[config.mk]
export PLATFORM = sky130hd
export DESIGN_NAME = branch_predictor
export DESIGN_NICKNAME = d
export VERILOG_FILES = /design/src/rtl/branch_predictor.sv
export SDC_FILE = /design/constraint.sdc
export NUM_CORES = 2
export LEC_CHECK = 0
export BUFFER_PORTS_ARGS = -buffer_cell sky130_fd_sc_hd__buf_2
export CAP_MARGIN = 20
export CORE_MARGIN = 8
export CORE_UTILIZATION = 55
export CTS_CLUSTER_DIAMETER = 150
export DETAILED_ROUTE_END_ITERATION = 10
export HOLD_SLACK_MARGIN = 0.12
export PLACE_DENSITY = 0.74
export SLEW_MARGIN = 15
export SYNTH_ARGS = -nofsm -noshare
export SYNTH_HDL_FRONTEND = slang
export SYNTH_SLANG_ARGS = --single-unit
[constraint.sdc]
create_clock -name clk_i -period 5.7 [get_ports clk_i]
set_input_delay 0.855 -clock clk_i [delete_from_list [all_inputs] [get_ports clk_i]]
set_output_delay 0.855 -clock clk_i [all_outputs]
set_load 0.1 [all_outputs]
[src/rtl/branch_predictor.sv]
// Branch target buffer with a 2-bit bimodal direction predictor.
// Fetch-side prediction is purely combinational on pc_i. Resolved-branch
// reports are registered into stage U1, then read-modify-written into the
// arrays on the following edge.
// Optional feature: define BPU_BYPASS_EN to forward the U1 write to a fetch
// lookup of the same index and tag in the write cycle.
module branch_predictor #(
    parameter int unsigned ENTRY_NUM = 64,
    parameter int unsigned XLEN      = 32,
    parameter int unsigned AWDTH     = $clog2(ENTRY_NUM)
) (
    input  logic            clk_i,
    input  logic            rst_i,
    input  logic [XLEN-1:0] pc_i,
    output logic            hit_o,
    output logic            taken_o,
    output logic [XLEN-1:0] target_o,
    input  logic            upd_valid_i,
    input  logic [XLEN-1:0] upd_pc_i,
    input  logic            upd_taken_i,
    input  logic [XLEN-1:0] upd_target_i
);

    localparam int unsigned TW = XLEN - AWDTH - 2;

    // Entry valid bits are the only reset state of the arrays.
    logic [ENTRY_NUM-1:0] valid_q;

    // Distributed-RAM style arrays, asynchronous read, not reset.
    logic [TW-1:0]   tag_ram   [ENTRY_NUM];
    logic [XLEN-1:0] tgt_ram   [ENTRY_NUM];
    logic [1:0]      ctr_f_ram [ENTRY_NUM];  // fetch-port copy
    logic [1:0]      ctr_u_ram [ENTRY_NUM];  // update-port copy

    // Stage U1 registers.
    logic             u1_valid_q;
    logic [AWDTH-1:0] u1_idx_q;
    logic [TW-1:0]    u1_tag_q;
    logic             u1_taken_q;
    logic [XLEN-1:0]  u1_target_q;

    // PC byte-offset bits play no part in indexing or tagging.
    logic [3:0] unused_pc_bits;
    assign unused_pc_bits = {pc_i[1:0], upd_pc_i[1:0]};

    logic             u_hit;
    logic [1:0]       u_rd_ctr;
    logic [1:0]       wr_ctr;
    logic             ctr_we;
    logic             tgt_we;
    logic             alloc;

    logic [AWDTH-1:0] f_idx;
    logic [TW-1:0]    f_tag;
    logic             f_hit;
    logic [1:0]       f_ctr;
    logic [XLEN-1:0]  f_tgt;

    // Capture resolved-branch reports into U1; reset drops any in-flight write.
    always_ff @(posedge clk_i or posedge rst_i) begin
        if (rst_i) begin
            u1_valid_q  <= 1'b0;
            u1_idx_q    <= '0;
            u1_tag_q    <= '0;
            u1_taken_q  <= 1'b0;
            u1_target_q <= '0;
        end else begin
            u1_valid_q <= upd_valid_i;
            if (upd_valid_i) begin
                u1_idx_q    <= upd_pc_i[AWDTH+1:2];
                u1_tag_q    <= upd_pc_i[XLEN-1:AWDTH+2];
                u1_taken_q  <= upd_taken_i;
                u1_target_q <= upd_target_i;
            end
        end
    end

    // Read the U1 entry and decide what gets written at the next edge.
    always_comb begin
        u_rd_ctr = ctr_u_ram[u1_idx_q];
        u_hit    = valid_q[u1_idx_q] && (tag_ram[u1_idx_q] == u1_tag_q);
        wr_ctr   = u_rd_ctr;
        ctr_we   = 1'b0;
        tgt_we   = 1'b0;
        alloc    = 1'b0;
        if (u1_valid_q) begin
            if (u_hit) begin
                ctr_we = 1'b1;
                if (u1_taken_q) begin
                    tgt_we = 1'b1;
                    wr_ctr = (u_rd_ctr == 2'b11) ? 2'b11 : u_rd_ctr + 2'd1;
                end else begin
                    wr_ctr = (u_rd_ctr == 2'b00) ? 2'b00 : u_rd_ctr - 2'd1;
                end
            end else if (u1_taken_q) begin
                // Allocation replaces whatever entry occupied this index.
                alloc  = 1'b1;
                ctr_we = 1'b1;
                tgt_we = 1'b1;
                wr_ctr = 2'b10;
            end
        end
    end

    // Valid bits: set on allocation, cleared only by reset.
    always_ff @(posedge clk_i or posedge rst_i) begin
        if (rst_i) begin
            valid_q <= '0;
        end else if (alloc) begin
            valid_q[u1_idx_q] <= 1'b1;
        end
    end

    // RAM writes; both counter copies are kept identical.
    always_ff @(posedge clk_i) begin
        if (ctr_we) begin
            ctr_f_ram[u1_idx_q] <= wr_ctr;
            ctr_u_ram[u1_idx_q] <= wr_ctr;
        end
        if (tgt_we) begin
            tgt_ram[u1_idx_q] <= u1_target_q;
        end
        if (alloc) begin
            tag_ram[u1_idx_q] <= u1_tag_q;
        end
    end

    // Fetch-side lookup, optionally forwarding the write in progress.
    always_comb begin
        f_idx = pc_i[AWDTH+1:2];
        f_tag = pc_i[XLEN-1:AWDTH+2];
        f_hit = valid_q[f_idx] && (tag_ram[f_idx] == f_tag);
        f_ctr = ctr_f_ram[f_idx];
        f_tgt = tgt_ram[f_idx];
`ifdef BPU_BYPASS_EN
        // ctr_we covers every writing case, so a miss/not-taken is never forwarded.
        if (ctr_we && (f_idx == u1_idx_q) && (f_tag == u1_tag_q)) begin
            f_hit = 1'b1;
            f_ctr = wr_ctr;
            if (tgt_we) begin
                f_tgt = u1_target_q;
            end
        end
`endif
        hit_o    = f_hit;
        taken_o  = f_hit & f_ctr[1];
        target_o = f_hit ? f_tgt : '0;
    end

endmodule
==> metrics.md <==
| Metric | Value |
|---|---|
| Clock buffer count from CTS | `386` |
| Mapped cell area | `161100 sq um` |
| Switching part of the total | `between 20% and 30%` |
| Worst path arrival time | `about 5.2 ns` |
| Sequential-to-total area share from yosys stat | `approximately 71%` |
| Most common library cell in the layout ignoring fill and taps | `edfxtp_1` |
| Die width | `about 560 um` |
| Power, Total | `0.06300 W` |
| R2R setup slack | `-0.17 ns` |
| Routed len/inst | `roughly 43 um` |
| Total track usage | `~34%` |
| Layout area overhead | `16.87%` |
| Pwr per Cell Area | `~330 nW/um^2` |
| Logic pwr share | `under 10%` |
| Routed vias/inst | `around 7.5` |
| Sequential fraction of design power | `around 51%` |
| Total length of routed met3 wires | `83000 um` |
| Gr ovfl total | `0` |
| CP Launch Type | `input pin` |
| Slowest-stage cell, CP | `mux4_2` |
| H-tree levels | `5` |
| Final Max Tran Viols | `0` |
| Share of layout cells above drive strength 1 | `approximately two fifths` |
| Full die area | `~310000 sq um` |
| RSZ-0062 raised after global routing | `true` |
| Crit-path max cell delay | `around 0.54 ns` |
| Post-Synthesis Cells | `7489` |
| Setup ws final | `-0.3698 ns` |
| Antenna-violating nets left | `0` |
| CP startpoint | `pc_i[2]` |
| Leading area contributor after synthesis | `edfxtp_1` |
| R2r endpoint | `tag_ram[45][14]` |
| Endpoints failing setup | `approximately 180` |
| Final #Nets | `between 8000 and 9000` |
| Slew HR | `17.55%` |
| Critical-path cell list | `buf_16, buf_16, buf_12, mux4_2, mux4_2, mux4_2, xor2_1, nor4_4, buf_4, nand4_1, buf_12, buf_16, buf_12, a211oi_4, buf_12` |
| Min-delay worst type | `input pin to flop` |
| Worst path most repeated cell | `buf_12` |
| Die Y | `557.2 um` |
| Worst Setup EP | `target_o[16]` |
| Internal power | `about 0.048 W` |
| CTS tree | `done` |
| Min Tclk post-route | `slightly above 6 ns` |
| Critical path capture point type | `output pin` |
| Metal2 WL | `between 200000 and 250000 um` |
| First-pass GRT wire length | `roughly 730000 um` |
| Commonest cells after routing, fill and taps aside | `3712 x edfxtp_1, 1364 x mux4_2, 435 x buf_4` |
| IO Count | `~130` |
| Number of global-route vias before repair | `between 90000 and 100k` |
| Clock network power share | `about two fifths` |
| Most used flip-flop cell after synthesis | `edfxtp_1` |
| Crit Reg-Reg Startpoint | `u1_idx_q[2]` |
| Failing checks | `setup timing` |
| # clock sinks | `roughly 3800` |
| Fmax | `~0.16 GHz` |
| M1 WL | `between 150000 and 200000 um` |
| Post-Syn Nets | `between 7000 and 8000` |
| Core Region | `roughly 290000 sq um` |
| CP max FO | `17` |
| Clock Latency Late Sink | `1.02 ns` |
| Initial antenna violation count | `21` |
| Max layer used | `met5` |
| Yosys Warn Count | `0` |
| Post-Syn Area per Cell | `around 22 sq um` |
| Vias | `around 94000` |
| Worst Clk Skew | `0.09877 ns` |
| Clock slew at reported path FFs | `about 0.06 ns` |
| Least-Margin Pin Slew | `about 1.2 ns` |
| Critical path class | `input pin to output pin` |
| Largest net degree at the start of global routing | `144` |
| Post-DP HPWL | `302900 um` |
| Root buffer cell | `clkbuf_16` |
| Top post-synthesis cells by area | `edfxtp_1 69%, mux4_2 19%, dfrtp_1 2.0%, mux2i_1 1.9%, mux2_2 1.0%` |
| Leakage power | `~60 nW` |
| Asr flop ratio synth | `between 3 and 4%` |
| Fill cell count | `approximately 18000` |
| Synth cell types | `73` |
| Status | `complete, but fails checks` |
| Worst r2r path cells | `14` |
| Initial Util | `55.34%` |
| Synth top area share | `~69%` |
| Drt drc | `0` |
| CTS Buffer Depth | `4` |
| IR drop worst, VDD | `0.3055 mV` |
| Initial DRC count | `17759` |
| Gpl congestion | `0.9644` |
| Period Utilization, post-route | `106.5%` |
| First-pass iteration count of the detailed router | `10` |
| CP required | `roughly 4.9 ns` |
| Post-synth EDFFs | `~3700` |
| Setup total negative slack | `-21.66 ns` |
| Buffers on Ports | `129` |
| Number of max-cap violations | `0` |
| Net Switching | `roughly 0.015 W` |
| WL final | `532100 um` |
| Synth Register Bits | `3840` |
| FP Rows | `between 150 and 200` |
| Final hold violation count | `0` |
==> critical path, delay by kind of cell <==
kind	cells	cell delay, ns
and+or+nand+nor	2	0.69
buffers and inverters	8	1.61
xor gates and xnor gates	1	0.20
muxes	3	1.58
AOI/OAI and AO/OA	1	0.23
==> per-layer routing <==
layer,global-route usage [%],up-vias
met5,0.1982,-
met1,42.42,48372
met4,20.09,14
li1,-,33990
met3,12.50,2103
met2,50.35,9342
==> power by group through the flow <==
stage                     sequential, W  clock (W)  combinational [W]
after floorplan                  0.0328          0            0.00306
after global placement           0.0327          0            0.00536
after detailed placement         0.0328          0            0.00547
after CTS                        0.0322     0.0250            0.00559
after global routing             0.0322     0.0261            0.00597
final                            0.0322     0.0250            0.00587
==> cell type report <==
cell class | count | area (sq um) | area share [%]
Clock buffer | 508 | 10350 | 5.498
Inverter | 7 | 38.79 | 0.02060
Sequential cell | 3840 | 114700 | 60.93
Clock inverter | 197 | 1903 | 1.011
Antenna cell | 22 | 55.05 | 0.02924
Tap cell | 3900 | 4880 | 2.592
Timing Repair Buffer | 905 | 11070 | 5.882
Multi-Input combinational cell | 3086 | 45250 | 24.04
==> synth_stat cells, drive strengths merged, types with 11 or more instances <==
library cell     n
a22oi          145
nand2          101
nor2           114
o2bb2ai         13
o21ai           54
clkbuf         286
o22ai           52
edfxtp        3712
nand3           31
a221o           27
a22o            22
a221oi         112
mux4          1364
nand4           15
a31o            65
xnor2           27
a21oi           69
a31oi           30
nor4            16
a211oi          38
dfrtp          128
xor2            19
and3            11
mux2           148
nor2b           45
nor3           145
mux2i          303
buf            270
==> state kept, by name, summed over array words and instances (netlist names) <==
name	cells
u1_idx_q	6
u1_target_q	32
u1_taken_q	1
u1_valid_q	1
valid_q	64
ctr_u_ram	128
tag_ram	1536
u1_tag_q	24
tgt_ram	2048
==> cell families after synthesis <==
kind of cell / synth area share (%)
flip-flops: 71.18
multiplexers: 21.99
AO/OA/AOI/OAI: 3.228
buffers and inverters: 1.551
AND/OR/NAND/NOR: 1.803
XOR/XNOR: 0.2501
adder cells (fa/ha/maj): 0.006213
==> what timing repair did <==
item / 4_1_cts / 5_1_grt
setup buffers: 12 / 3
pin swaps: 10 / 5
resized for setup: 53 / 12
endpoints found under the hold margin: 94 / 0
cloned: 8 / 1
hold buffers: 33 / 0
setup endpoints to repair: 34 / 34
==> worst min-delay path by stage <==
stage                  from           end  slack, ns  cells after the start
4_1_cts        upd_pc_i[26]  u1_tag_q[18]       0.12                      2
3_5_place_dp    valid_q[20]   valid_q[20]       0.48                      1
3_3_place_gp    valid_q[14]   valid_q[14]       0.46                      1
5_1_grt        upd_pc_i[28]  u1_tag_q[20]       0.13                      2
6_report        upd_pc_i[6]   u1_idx_q[4]       0.14                      2
2_1_floorplan   valid_q[30]   valid_q[30]       0.45                      1
==> metrics by stage <==
step / cells / hold slack [ns] / instance area, sq um / utilization [%] / setup WS, ns
4_1_cts: 12433 / 0.1209 / 188000 / 64.57 / -0.3354
2_1_floorplan: 7489 / 0.4499 / 161400 / - / -0.1683
5_1_grt: 12444 / 0.1286 / 188200 / 64.66 / -0.3832
3_3_place_gp: 11673 / 0.4613 / 174700 / 60.01 / -1.166
6_report: 12465 / 0.1375 / 188300 / 64.68 / -0.3698
3_5_place_dp: 11675 / 0.4755 / 174700 / 60.03 / -1.193
(Power assumes the default switching activity.)
